$ cat src/rtl/tank_pkg.sv
// Shared types and fixed-point formats for the tank projectile logic.
// Positions are unsigned Q10.4, velocities signed Q8.4.
package tank_pkg;

  localparam int POS_W       = 14;  // unsigned Q10.4 position
  localparam int VEL_W       = 12;  // signed Q8.4 velocity
  localparam int FRAC        = 4;   // fractional bits in both formats
  localparam int PIX_W       = 10;  // integer pixel coordinate width
  localparam int LIFE_W      = 10;  // frame lifetime counter width
  localparam int CD_W        = 6;   // cooldown counter width
  localparam int SUM_W       = 18;  // signed headroom for position arithmetic
  localparam int NUM_BULLETS = 3;

  typedef enum logic [2:0] {
    BC_IDLE  = 3'd0,
    BC_UPD0  = 3'd1,
    BC_UPD1  = 3'd2,
    BC_UPD2  = 3'd3,
    BC_SPAWN = 3'd4
  } bc_state_t;

  typedef struct packed {
    logic                     active;
    logic [POS_W-1:0]         pos_x;
    logic [POS_W-1:0]         pos_y;
    logic signed [VEL_W-1:0]  vel_x;
    logic signed [VEL_W-1:0]  vel_y;
    logic [LIFE_W-1:0]        life;
  } bullet_t;

  // True when a signed Q.4 position has an integer part outside [lo, hi].
  function automatic logic out_of_range(input logic signed [SUM_W-1:0] p,
                                        input logic [PIX_W-1:0] lo,
                                        input logic [PIX_W-1:0] hi);
    logic signed [SUM_W-1:0] lo_q;
    logic signed [SUM_W-1:0] hi_q;
    lo_q = $signed({4'b0000, lo, 4'b0000});
    hi_q = $signed({4'b0000, hi, 4'b1111});
    return (p < lo_q) || (p > hi_q);
  endfunction

  // Clamp a signed Q.4 position onto the playfield; a clamped value lands
  // exactly on the edge pixel with zero fraction.
  function automatic logic [POS_W-1:0] clamp_pos(input logic signed [SUM_W-1:0] p,
                                                 input logic [PIX_W-1:0] lo,
                                                 input logic [PIX_W-1:0] hi);
    logic signed [SUM_W-1:0] lo_q;
    logic signed [SUM_W-1:0] hi_q;
    lo_q = $signed({4'b0000, lo, 4'b0000});
    hi_q = $signed({4'b0000, hi, 4'b1111});
    if (p < lo_q)      return {lo, 4'b0000};
    else if (p > hi_q) return {hi, 4'b0000};
    else               return p[POS_W-1:0];
  endfunction

endpackage

$ cat src/rtl/bullet_step.sv
// Combinational one-frame advance of a single bullet slot: move, clamp at
// the playfield edges, bounce or kill, and age the slot.
// Build option: BULLET_BOUNCE_EN makes edge hits reflect instead of kill.
module bullet_step
  import tank_pkg::*;
#(
  parameter logic [9:0] PF_XMIN = 10'd0,
  parameter logic [9:0] PF_XMAX = 10'd639,
  parameter logic [9:0] PF_YMIN = 10'd0,
  parameter logic [9:0] PF_YMAX = 10'd479
) (
  input  bullet_t cur,
  output bullet_t nxt
);

  logic signed [SUM_W-1:0] sum_x;
  logic signed [SUM_W-1:0] sum_y;
  logic                    hit_x;
  logic                    hit_y;

  // Advance an active slot; an inactive slot passes through untouched.
  always_comb begin
    nxt   = cur;
    sum_x = $signed({4'b0000, cur.pos_x}) + $signed({{6{cur.vel_x[VEL_W-1]}}, cur.vel_x});
    sum_y = $signed({4'b0000, cur.pos_y}) + $signed({{6{cur.vel_y[VEL_W-1]}}, cur.vel_y});
    hit_x = out_of_range(sum_x, PF_XMIN, PF_XMAX);
    hit_y = out_of_range(sum_y, PF_YMIN, PF_YMAX);
    if (cur.active) begin
      nxt.pos_x = clamp_pos(sum_x, PF_XMIN, PF_XMAX);
      nxt.pos_y = clamp_pos(sum_y, PF_YMIN, PF_YMAX);
      nxt.life  = (cur.life == '0) ? '0 : cur.life - 1'b1;
      if (nxt.life == '0) nxt.active = 1'b0;
`ifdef BULLET_BOUNCE_EN
      // Reflect each axis that hit independently so corners bounce cleanly.
      if (hit_x) nxt.vel_x = -cur.vel_x;
      if (hit_y) nxt.vel_y = -cur.vel_y;
`else
      if (hit_x || hit_y) nxt.active = 1'b0;
`endif
    end
  end

endmodule

$ cat src/rtl/bullet_controller.sv
// Per-tank projectile engine: three bullet slots advanced once per frame,
// spawned at the barrel tip on a fire edge, with cooldown and lifetime.
// Build option: BULLET_BOUNCE_EN (edge hits reflect instead of kill).
// Fire request: a rising edge of fire sets a pending flag that the next
// SPAWN state consumes; it is honoured only if cooldown has run out and a
// slot is free, otherwise it is dropped (never queued across frames).
module bullet_controller
  import tank_pkg::*;
#(
  parameter logic [9:0] PF_XMIN     = 10'd0,
  parameter logic [9:0] PF_XMAX     = 10'd639,
  parameter logic [9:0] PF_YMIN     = 10'd0,
  parameter logic [9:0] PF_YMAX     = 10'd479,
  parameter logic [3:0] SPEED       = 4'd2,
  parameter logic [5:0] BARREL      = 6'd12,
  parameter logic [9:0] LIFETIME    = 10'd600,
  parameter logic [5:0] COOLDOWN    = 6'd15,
  parameter logic [9:0] BULLET_SIZE = 10'd2
) (
  input  logic              CLK,
  input  logic              Reset,
  input  logic              frame_tick,
  input  logic              fire,
  input  logic              tank_dead,
  input  logic [9:0]        TankX,
  input  logic [9:0]        TankY,
  input  logic signed [7:0] sin,
  input  logic signed [7:0] cos,
  output logic [9:0]        Bullet1X,
  output logic [9:0]        Bullet2X,
  output logic [9:0]        Bullet3X,
  output logic [9:0]        Bullet1Y,
  output logic [9:0]        Bullet2Y,
  output logic [9:0]        Bullet3Y,
  output logic [9:0]        Bullet1S,
  output logic [9:0]        Bullet2S,
  output logic [9:0]        Bullet3S,
  output logic              is_bullet1_active,
  output logic              is_bullet2_active,
  output logic              is_bullet3_active,
  output logic              shot_fired,
  output bc_state_t         dbg_state
);

  bc_state_t        state;
  bc_state_t        next_state;
  bullet_t          slot [NUM_BULLETS];
  bullet_t          step_in;
  bullet_t          step_out;
  bullet_t          spawn_b;
  logic             fire_q;
  logic             fire_edge;
  logic             fire_pend;
  logic [CD_W-1:0]  cooldown;
  logic [CD_W-1:0]  cd_dec;
  logic             any_free;
  logic [1:0]       free_idx;
  logic             spawn_ok;
  logic signed [14:0]      off_x;
  logic signed [14:0]      off_y;
  logic signed [12:0]      vx_full;
  logic signed [12:0]      vy_full;
  logic signed [SUM_W-1:0] sx;
  logic signed [SUM_W-1:0] sy;

  assign fire_edge = fire & ~fire_q;
  assign dbg_state = state;

  // Frame sequencer state register.
  always_ff @(posedge CLK or posedge Reset) begin
    if (Reset) state <= BC_IDLE;
    else       state <= next_state;
  end

  // One frame = three slot updates then a spawn opportunity; ticks that
  // arrive mid-sequence are ignored.
  always_comb begin
    next_state = state;
    case (state)
      BC_IDLE:  if (frame_tick) next_state = BC_UPD0;
      BC_UPD0:  next_state = BC_UPD1;
      BC_UPD1:  next_state = BC_UPD2;
      BC_UPD2:  next_state = BC_SPAWN;
      BC_SPAWN: next_state = BC_IDLE;
      default:  next_state = BC_IDLE;
    endcase
  end

  // Route the slot being updated this cycle through the shared stepper.
  always_comb begin
    step_in = slot[0];
    case (state)
      BC_UPD1: step_in = slot[1];
      BC_UPD2: step_in = slot[2];
      default: step_in = slot[0];
    endcase
  end

  bullet_step #(
    .PF_XMIN (PF_XMIN),
    .PF_XMAX (PF_XMAX),
    .PF_YMIN (PF_YMIN),
    .PF_YMAX (PF_YMAX)
  ) u_step (
    .cur (step_in),
    .nxt (step_out)
  );

  // Lowest-index free slot wins.
  always_comb begin
    any_free = 1'b0;
    free_idx = 2'd0;
    for (int i = NUM_BULLETS - 1; i >= 0; i--) begin
      if (!slot[i].active) begin
        any_free = 1'b1;
        free_idx = 2'(i);
      end
    end
  end

  // Spawn geometry: barrel tip in Q.4, velocity from the sampled heading.
  always_comb begin
    off_x   = cos * $signed({1'b0, BARREL});
    off_y   = sin * $signed({1'b0, BARREL});
    vx_full = cos * $signed({1'b0, SPEED});
    vy_full = sin * $signed({1'b0, SPEED});
    sx      = $signed({4'b0000, TankX, 4'b0000}) + $signed({{3{off_x[14]}}, off_x});
    sy      = $signed({4'b0000, TankY, 4'b0000}) + $signed({{3{off_y[14]}}, off_y});
    spawn_b        = '0;
    spawn_b.active = 1'b1;
    spawn_b.pos_x  = clamp_pos(sx, PF_XMIN, PF_XMAX);
    spawn_b.pos_y  = clamp_pos(sy, PF_YMIN, PF_YMAX);
    spawn_b.vel_x  = vx_full[VEL_W-1:0];
    spawn_b.vel_y  = vy_full[VEL_W-1:0];
    spawn_b.life   = LIFETIME;
    cd_dec   = (cooldown == '0) ? '0 : cooldown - 1'b1;
    spawn_ok = (state == BC_SPAWN) && fire_pend && (cd_dec == '0) && any_free;
  end

  // Fire edge capture, cooldown, slot updates and spawn.
  always_ff @(posedge CLK or posedge Reset) begin
    if (Reset) begin
      fire_q     <= 1'b0;
      fire_pend  <= 1'b0;
      cooldown   <= '0;
      shot_fired <= 1'b0;
      for (int i = 0; i < NUM_BULLETS; i++) slot[i] <= '0;
    end else begin
      fire_q     <= fire;
      shot_fired <= spawn_ok;
      // A fresh edge in the SPAWN cycle survives into the next frame.
      if (tank_dead)               fire_pend <= 1'b0;
      else if (fire_edge)          fire_pend <= 1'b1;
      else if (state == BC_SPAWN)  fire_pend <= 1'b0;
      case (state)
        BC_UPD0: slot[0] <= step_out;
        BC_UPD1: slot[1] <= step_out;
        BC_UPD2: slot[2] <= step_out;
        BC_SPAWN: begin
          cooldown <= spawn_ok ? COOLDOWN : cd_dec;
          for (int i = 0; i < NUM_BULLETS; i++) begin
            if (spawn_ok && (free_idx == 2'(i))) slot[i] <= spawn_b;
          end
        end
        default: ;
      endcase
    end
  end

  assign Bullet1X = slot[0].pos_x[POS_W-1:FRAC];
  assign Bullet2X = slot[1].pos_x[POS_W-1:FRAC];
  assign Bullet3X = slot[2].pos_x[POS_W-1:FRAC];
  assign Bullet1Y = slot[0].pos_y[POS_W-1:FRAC];
  assign Bullet2Y = slot[1].pos_y[POS_W-1:FRAC];
  assign Bullet3Y = slot[2].pos_y[POS_W-1:FRAC];
  assign Bullet1S = BULLET_SIZE;
  assign Bullet2S = BULLET_SIZE;
  assign Bullet3S = BULLET_SIZE;
  assign is_bullet1_active = slot[0].active;
  assign is_bullet2_active = slot[1].active;
  assign is_bullet3_active = slot[2].active;

endmodule

$ cat config.mk
export PLATFORM = sky130hd
export DESIGN_NAME = bullet_controller
export DESIGN_NICKNAME = d
export VERILOG_FILES = /design/src/rtl/tank_pkg.sv /design/src/rtl/bullet_step.sv /design/src/rtl/bullet_controller.sv
export SDC_FILE = /design/constraint.sdc
export NUM_CORES = 1
export LEC_CHECK = 0
export CAP_MARGIN = 40
export CORE_ASPECT_RATIO = 1.4
export CORE_UTILIZATION = 31
export DETAILED_ROUTE_END_ITERATION = 8
export PLACE_DENSITY = 0.51
export SLEW_MARGIN = 10
export SYNTH_ARGS = -nofsm -noshare
export SYNTH_HDL_FRONTEND = slang
export SYNTH_SLANG_ARGS = --single-unit
$ cat constraint.sdc
create_clock -name CLK -period 8.15 [get_ports CLK]
set_input_delay 1.63 -clock CLK [delete_from_list [all_inputs] [get_ports CLK]]
set_output_delay 1.63 -clock CLK [all_outputs]
set_load 0.05 [all_outputs]
=== Yosys cells after proc, flatten, opt, wreduce, memory -nomap -nowiden ===
Cells that the tools add are included.

* Multiplexer cells: 33
* Reductions and logical operators: 22
* Shift-type cells: 0
* Div/mod/pow operators: 0
* Equality and inequality tests: 10
* Multipliers: 2
* Magnitude comparators: 8
* Bitwise gates (word level): 2
* Add/subtract/negate cells: 6

{| class="wikitable"
|+ Operators with widths
! cell !! count
|-
| 63-bit case mux with 2 select lines || 4
|-
| 63-bit 2-to-1 mux || 3
|-
| 14-bit 2-to-1 mux || 8
|-
| 18-bit by 1-bit < comparator with 1-bit output (second input constant) || 2
|-
| 15-bit by 12-bit adder with 16-bit output || 2
|-
| 15-bit by 13-bit adder with 16-bit output || 2
|-
| 16-bit by 1-bit < comparator with 1-bit output (second input constant) || 2
|-
| 29-bit 2-to-1 mux || 1
|-
| 8-bit by 3-bit multiplier with 11-bit output (second input constant) || 2
|-
| 10-bit zero test || 2
|-
| 10-bit 2-to-1 mux || 2
|-
| 18-bit by 14-bit greater-than comparator with 1-bit output (second input constant) || 1
|-
| 18-bit by 15-bit greater-than comparator with 1-bit output (second input constant) || 1
|-
| 16-bit by 14-bit greater-than comparator with 1-bit output (second input constant) || 1
|-
| 16-bit by 15-bit greater-than comparator with 1-bit output (second input constant) || 1
|-
| 6-bit zero test || 2
|-
| 6-bit 2-to-1 mux || 2
|-
| 3-bit case mux with 4 select lines || 1
|-
| 10-bit by 1-bit subtractor with 10-bit output (second input constant) || 1
|-
| 1-bit 2-to-1 mux || 8
|-
| 3-bit by 2-bit == test with 1-bit output (second input constant) || 2
|-
| 1-bit logical AND || 6
|-
| 2-bit 2-to-1 mux || 3
|-
| 2-bit by 1-bit inequality test with 1-bit output (second input constant) || 3
|-
| other kinds (15) || 21
|}

* Output and inout port bits: 97
* Word-level logic and storage cells: 106
* Latch bits: 0
* RAM bits: 0
* Memories: 0
* Bits of input ports: 41
* Memory bits (read-only): 0
* Bits in registers: 201

=== Longest topological paths before layout ===
* Depth after elaboration: 9
* Gate-level depth with buffers: 23
* Gate-level depth less buffers: 20

=== Modules after synthesis ===
From an unflattened synthesis, not the netlist that was laid out.

* Cells, all modules: 1692
* Area, all modules: 14355.0 um^2

{| class="wikitable"
|+ By module, submodules not included
! module !! sequential area each (um^2) !! area an instance (um^2) !! instances !! cells an instance
|-
| bullet_controller || 5029.8 || 11746.3 || 1 || 1322
|-
| bullet_step || 0.0 || 2608.8 || 1 || 370
|}

=== Worst setup path before layout ===
No wires, ideal clock.

* Kind: in2reg
* Start: in cos[1]
* End: reg slot, in the netlist Bullet1X[6]
* Setup time: 125 ps
* Path buffers: 1
* Required time: 8025 ps
* Stages: 21
* Data arrival time: 6054 ps
* Path slack: 1971 ps
* Cell sequence: ha_1 ha_1 inv_1 fa_1 nor2b_1 o31a_1 or2_2 a311oi_1 inv_1 ha_1 clkbuf_1 a21o_1 nor2_1 o21ai_0 and3_1 o31ai_1 nand3_1 o21a_1 or3_1 o211a_1 mux2_2

* Longest elaborated chain between the ends: 7
* Elaborated cells between the ends (all ways): 8
* Those cells by class: add/sub (1); mul (1); order compare (2); mux (4)

{| class="wikitable"
|+ RTL lines
! item !! RTL line !! RTL
|-
| start, declared || bullet_controller.sv:28 || <nowiki>input logic signed [7:0] cos,</nowiki>
|-
| 8-bit by 3-bit multiplier with 11-bit output (*) || bullet_controller.sv:123 || <nowiki>off_x = cos * $signed({1'b0, BARREL});</nowiki>
|-
| 15-bit by 13-bit adder with 16-bit output (*) || bullet_controller.sv:127 || <nowiki>sx = $signed({4'b0000, TankX, 4'b0000}) + $signed({{3{off_x[14]}}, off_x});</nowiki>
|-
| 16-bit by 15-bit greater-than comparator with 1-bit output || tank_pkg.sv:52 || <nowiki>else if (p > hi_q) return {hi, 4'b0000};</nowiki>
|-
| 14-bit 2-to-1 mux || tank_pkg.sv:52 ||
|-
| 14-bit 2-to-1 mux (*) || tank_pkg.sv:51 || <nowiki>if (p < lo_q) return {lo, 4'b0000};</nowiki>
|-
| 63-bit 2-to-1 mux (*) || bullet_controller.sv:162 || <nowiki>if (spawn_ok && (free_idx == 2'(i))) slot[i] <= spawn_b;</nowiki>
|-
| 63-bit case mux with 2 select lines (*) || bullet_controller.sv:155 || <nowiki>case (state)</nowiki>
|-
| end signal, assigned by index || bullet_controller.sv:162 ||
|-
| end, declared || bullet_controller.sv:47 || <nowiki>bullet_t slot [NUM_BULLETS];</nowiki>
|}

Mark *: on every way between the ends. The rest lies on a longest branch, timed or not. The select of a mux whose other input is x is not followed.
A chain may end at the register's enable or synchronous reset.

=== Worst setup path in the final report ===
* Start: in cos[0]
* End: reg slot, in the netlist Bullet1X[6]

The elaborated chain is that of the path after synthesis.

==> impl_metrics.yaml <==
yosys:
  synth_ff_type: "dfrtp_1"
  synth-seq-cells: 201
  synth_area_um2: 14900
  yosysMostFrequentCell: "nand2_1"
  synth_area_leaders: "dfrtp_1 (34%), ha_1 (6.7%), nand2_1 (5.3%), mux2i_1 (5.2%), a21oi_1 (4.9%)"
  synthTopCellsByCount: "nand2_1 (210), dfrtp_1 (201), nor2_1 (167)"
  postSynthCellCount: 1736
  synth-seq-area-share: 0.337
  synth_top_area_frac: 0.337
  yosysWarnings: 0
  async_flop_share: 1.00
  yosysUniqueCellTypes: 92
  syn_avg_cell_area_um2: 8.60
  synth.largest_area_cell: "dfrtp_1"
  synth-edff-count: 0
clock_tree:
  clockRootBuffer: "clkbuf_16"
  clk_pin_slew_ps: 60
  postCtsHoldBufs: 0
  ctsHtreeMaxLevel: 1
  cts_resized: 0
  tritoncts: "done"
  cts_buffer_depth: 3
  cts_sinks: 201
  clkLatencyLatePin_ps: 540
  cts_inserted_buffers: 24
  cts_setup_buffers: 0
floorplanning:
  start_util: 0.316
  die_y_um: 262
  core.rowCount: 94
  pin_count: 138
  die_area_um2: 49100
  core_um2: 47300
  fp.dieW_um: 188
sta:
  period_needed_ps: 6320
  fmax_mhz: 158
  fin_crit_sh: 0.776
  fin_skew_ps: 16.9
  fin_setup_tns_ps: 0
  worst_pin_slew_ps: 816
  setup_viol: 0
  drv_slew: 0
  finalHoldViolations: 0
  grt_setup_unrepaired: "no"
  slew_headroom: 0.442
placement:
  dp_hpwl_mm: 32.8
  portBuffers: 107
  globalplace.congestion: 0.880
grt:
  grt_use_met3: 0.0198
  grt_antenna_before_repair: 0
  grt_overflow: 0
  met2_usage: 0.353
  top_usage_layer: "met2"
  grt_pass1_wl_mm: 72.2
  grt_usage: 0.185
  grt_pass1_vias: 12814
  grt_max_degree: 87
  grt_use_met1: 0.206
final_layout:
  drive_above_1_share: 0.0850
  syn2layout_area_growth_pct: 13.4
  finalCoreUtilization: 0.358
  n_antenna_cell: 0
  fillers: 4908
  fin_nets: 1873
route:
  drtIter0Drc: 615
  antenna_left: 0
  drc: 0
  vias_per_cell: 5.17
  dr.pass1.iters: 6
  routed_wl_mm: 45.2
  routedWlPerCell_um: 18.9
  dr_total_vias: 12349
setup_path:
  end_kind: "flop"
  crit_required_ps: 8570
  cp_data_arrival_time_ps: 6740
  cp-start-kind: "input pin"
  cp_max_fo: 7
  path_class: "input pin to flop"
status:
  status: "complete, no violations"
flow_run:
  cap_violations: 0
hold_path:
  hp-class: "flop to flop"
[worst paths after layout]
check / start / endpoint / slack, ps / cells after the start
max: cos[0] / Bullet1X[6] / 1830 / 22
min: slot[134] / slot[134] / 470 / 2
max reg2reg: dbg_state[2] / slot[100] / 2360 / 17
min reg2reg: slot[134] / slot[134] / 470 / 2
max in group asynchronous: Reset / Bullet3Y[3] / 5340 / 3
min in group asynchronous: Reset / slot[158] / 1560 / 2
[flip-flops by register name, summed over array words and instances, names as in the netlist, 3 cells and up]
register / flops
Bullet3Y: 10
cooldown: 6
slot: 126
Bullet2Y: 10
Bullet2X: 10
Bullet1X: 10
dbg_state: 3
Bullet3X: 10
Bullet1Y: 10
[layer usage]
| layer | part of all wire | routed length, um |
|---|---|---|
| met4 | 0.044 | 1980 |
| met5 | 0 | 0 |
| met2 | 0.52 | 23400 |
| met1 | 0.40 | 18000 |
| met3 | 0.038 | 1730 |
[logic make-up after synthesis]
| logic type | after synthesis | synth area share |
|---|---|---|
| AND/OR/NAND/NOR | 519 | 0.157 |
| XOR/XNOR | 73 | 0.0438 |
| multiplexers | 121 | 0.0893 |
| AO/OA/AOI/OAI | 490 | 0.209 |
| buffers and inverters | 244 | 0.0880 |
| adder cells (fa/ha/maj) | 86 | 0.0751 |
| flip-flops | 201 | 0.337 |
| other | 2 | 0.000503 |
[layout by cell type (no fill, tap or decap), drive strengths merged, types with 11 or more instances in the layout]
cell type | synthesis | routed
a21o | 19 | 19
a21oi | 147 | 147
a31oi | 17 | 17
a41oi | 11 | 11
and2 | 18 | 18
buf | 113 | 24
clkbuf | 62 | 33
clkdlybuf4s50 | 0 | 107
conb | 2 | 30
dfrtp | 201 | 201
ha | 80 | 80
inv | 69 | 70
mux2 | 39 | 39
mux2i | 82 | 82
nand2 | 210 | 210
nand2b | 12 | 12
nand3 | 19 | 19
nor2 | 167 | 167
nor2b | 11 | 11
nor3 | 21 | 21
o2111ai | 13 | 13
o21a | 19 | 19
o21ai | 141 | 141
o31ai | 18 | 18
or2 | 12 | 12
xnor2 | 49 | 49
xor2 | 24 | 24
[critical path, stage by stage]
cell and delay (ps):
clkdlybuf4s50_1 570, ha_1 300, ha_1 190, inv_1 70, fa_1 190, nor2b_1 60
o31a_1 260, or2_2 290, a311oi_1 260, buf_4 180, inv_1 100, ha_1 390
a21o_1 220, nor2_1 80, o21ai_0 150, a31oi_1 320, xnor2_1 220, nor2_1 190
o21a_1 200, or3_1 370, o211a_1 240, mux2_2 270
[final cells by class]
class,instances,area (um^2),share of cell area
well taps,624,781,0.0461
clock buffers,33,686,0.0405
flip-flops and latches,201,5030,0.297
multi-input cells,1319,8740,0.516
clock inverters,11,121,0.00716
repair buffers,131,1320,0.0776
inverters,69,267,0.0157
[per-stage QoR]
step | hold WS [ps] | cell area, um^2 | cells | worst slack (ps)
5_1_grt | 492 | 16900 | 2388 | 1430
6_report | 467 | 16900 | 2388 | 1830
3_5_place_dp | 456 | 16100 | 2343 | 1280
3_3_place_gp | 447 | 16000 | 2339 | 1370
4_1_cts | 470 | 16900 | 2387 | 1840
2_1_floorplan | 433 | 15000 | 1764 | 1040
Power is left out: the tool's default activity adds up to more than one toggle a clock period on the data nets, which glitch-free logic cannot reach.
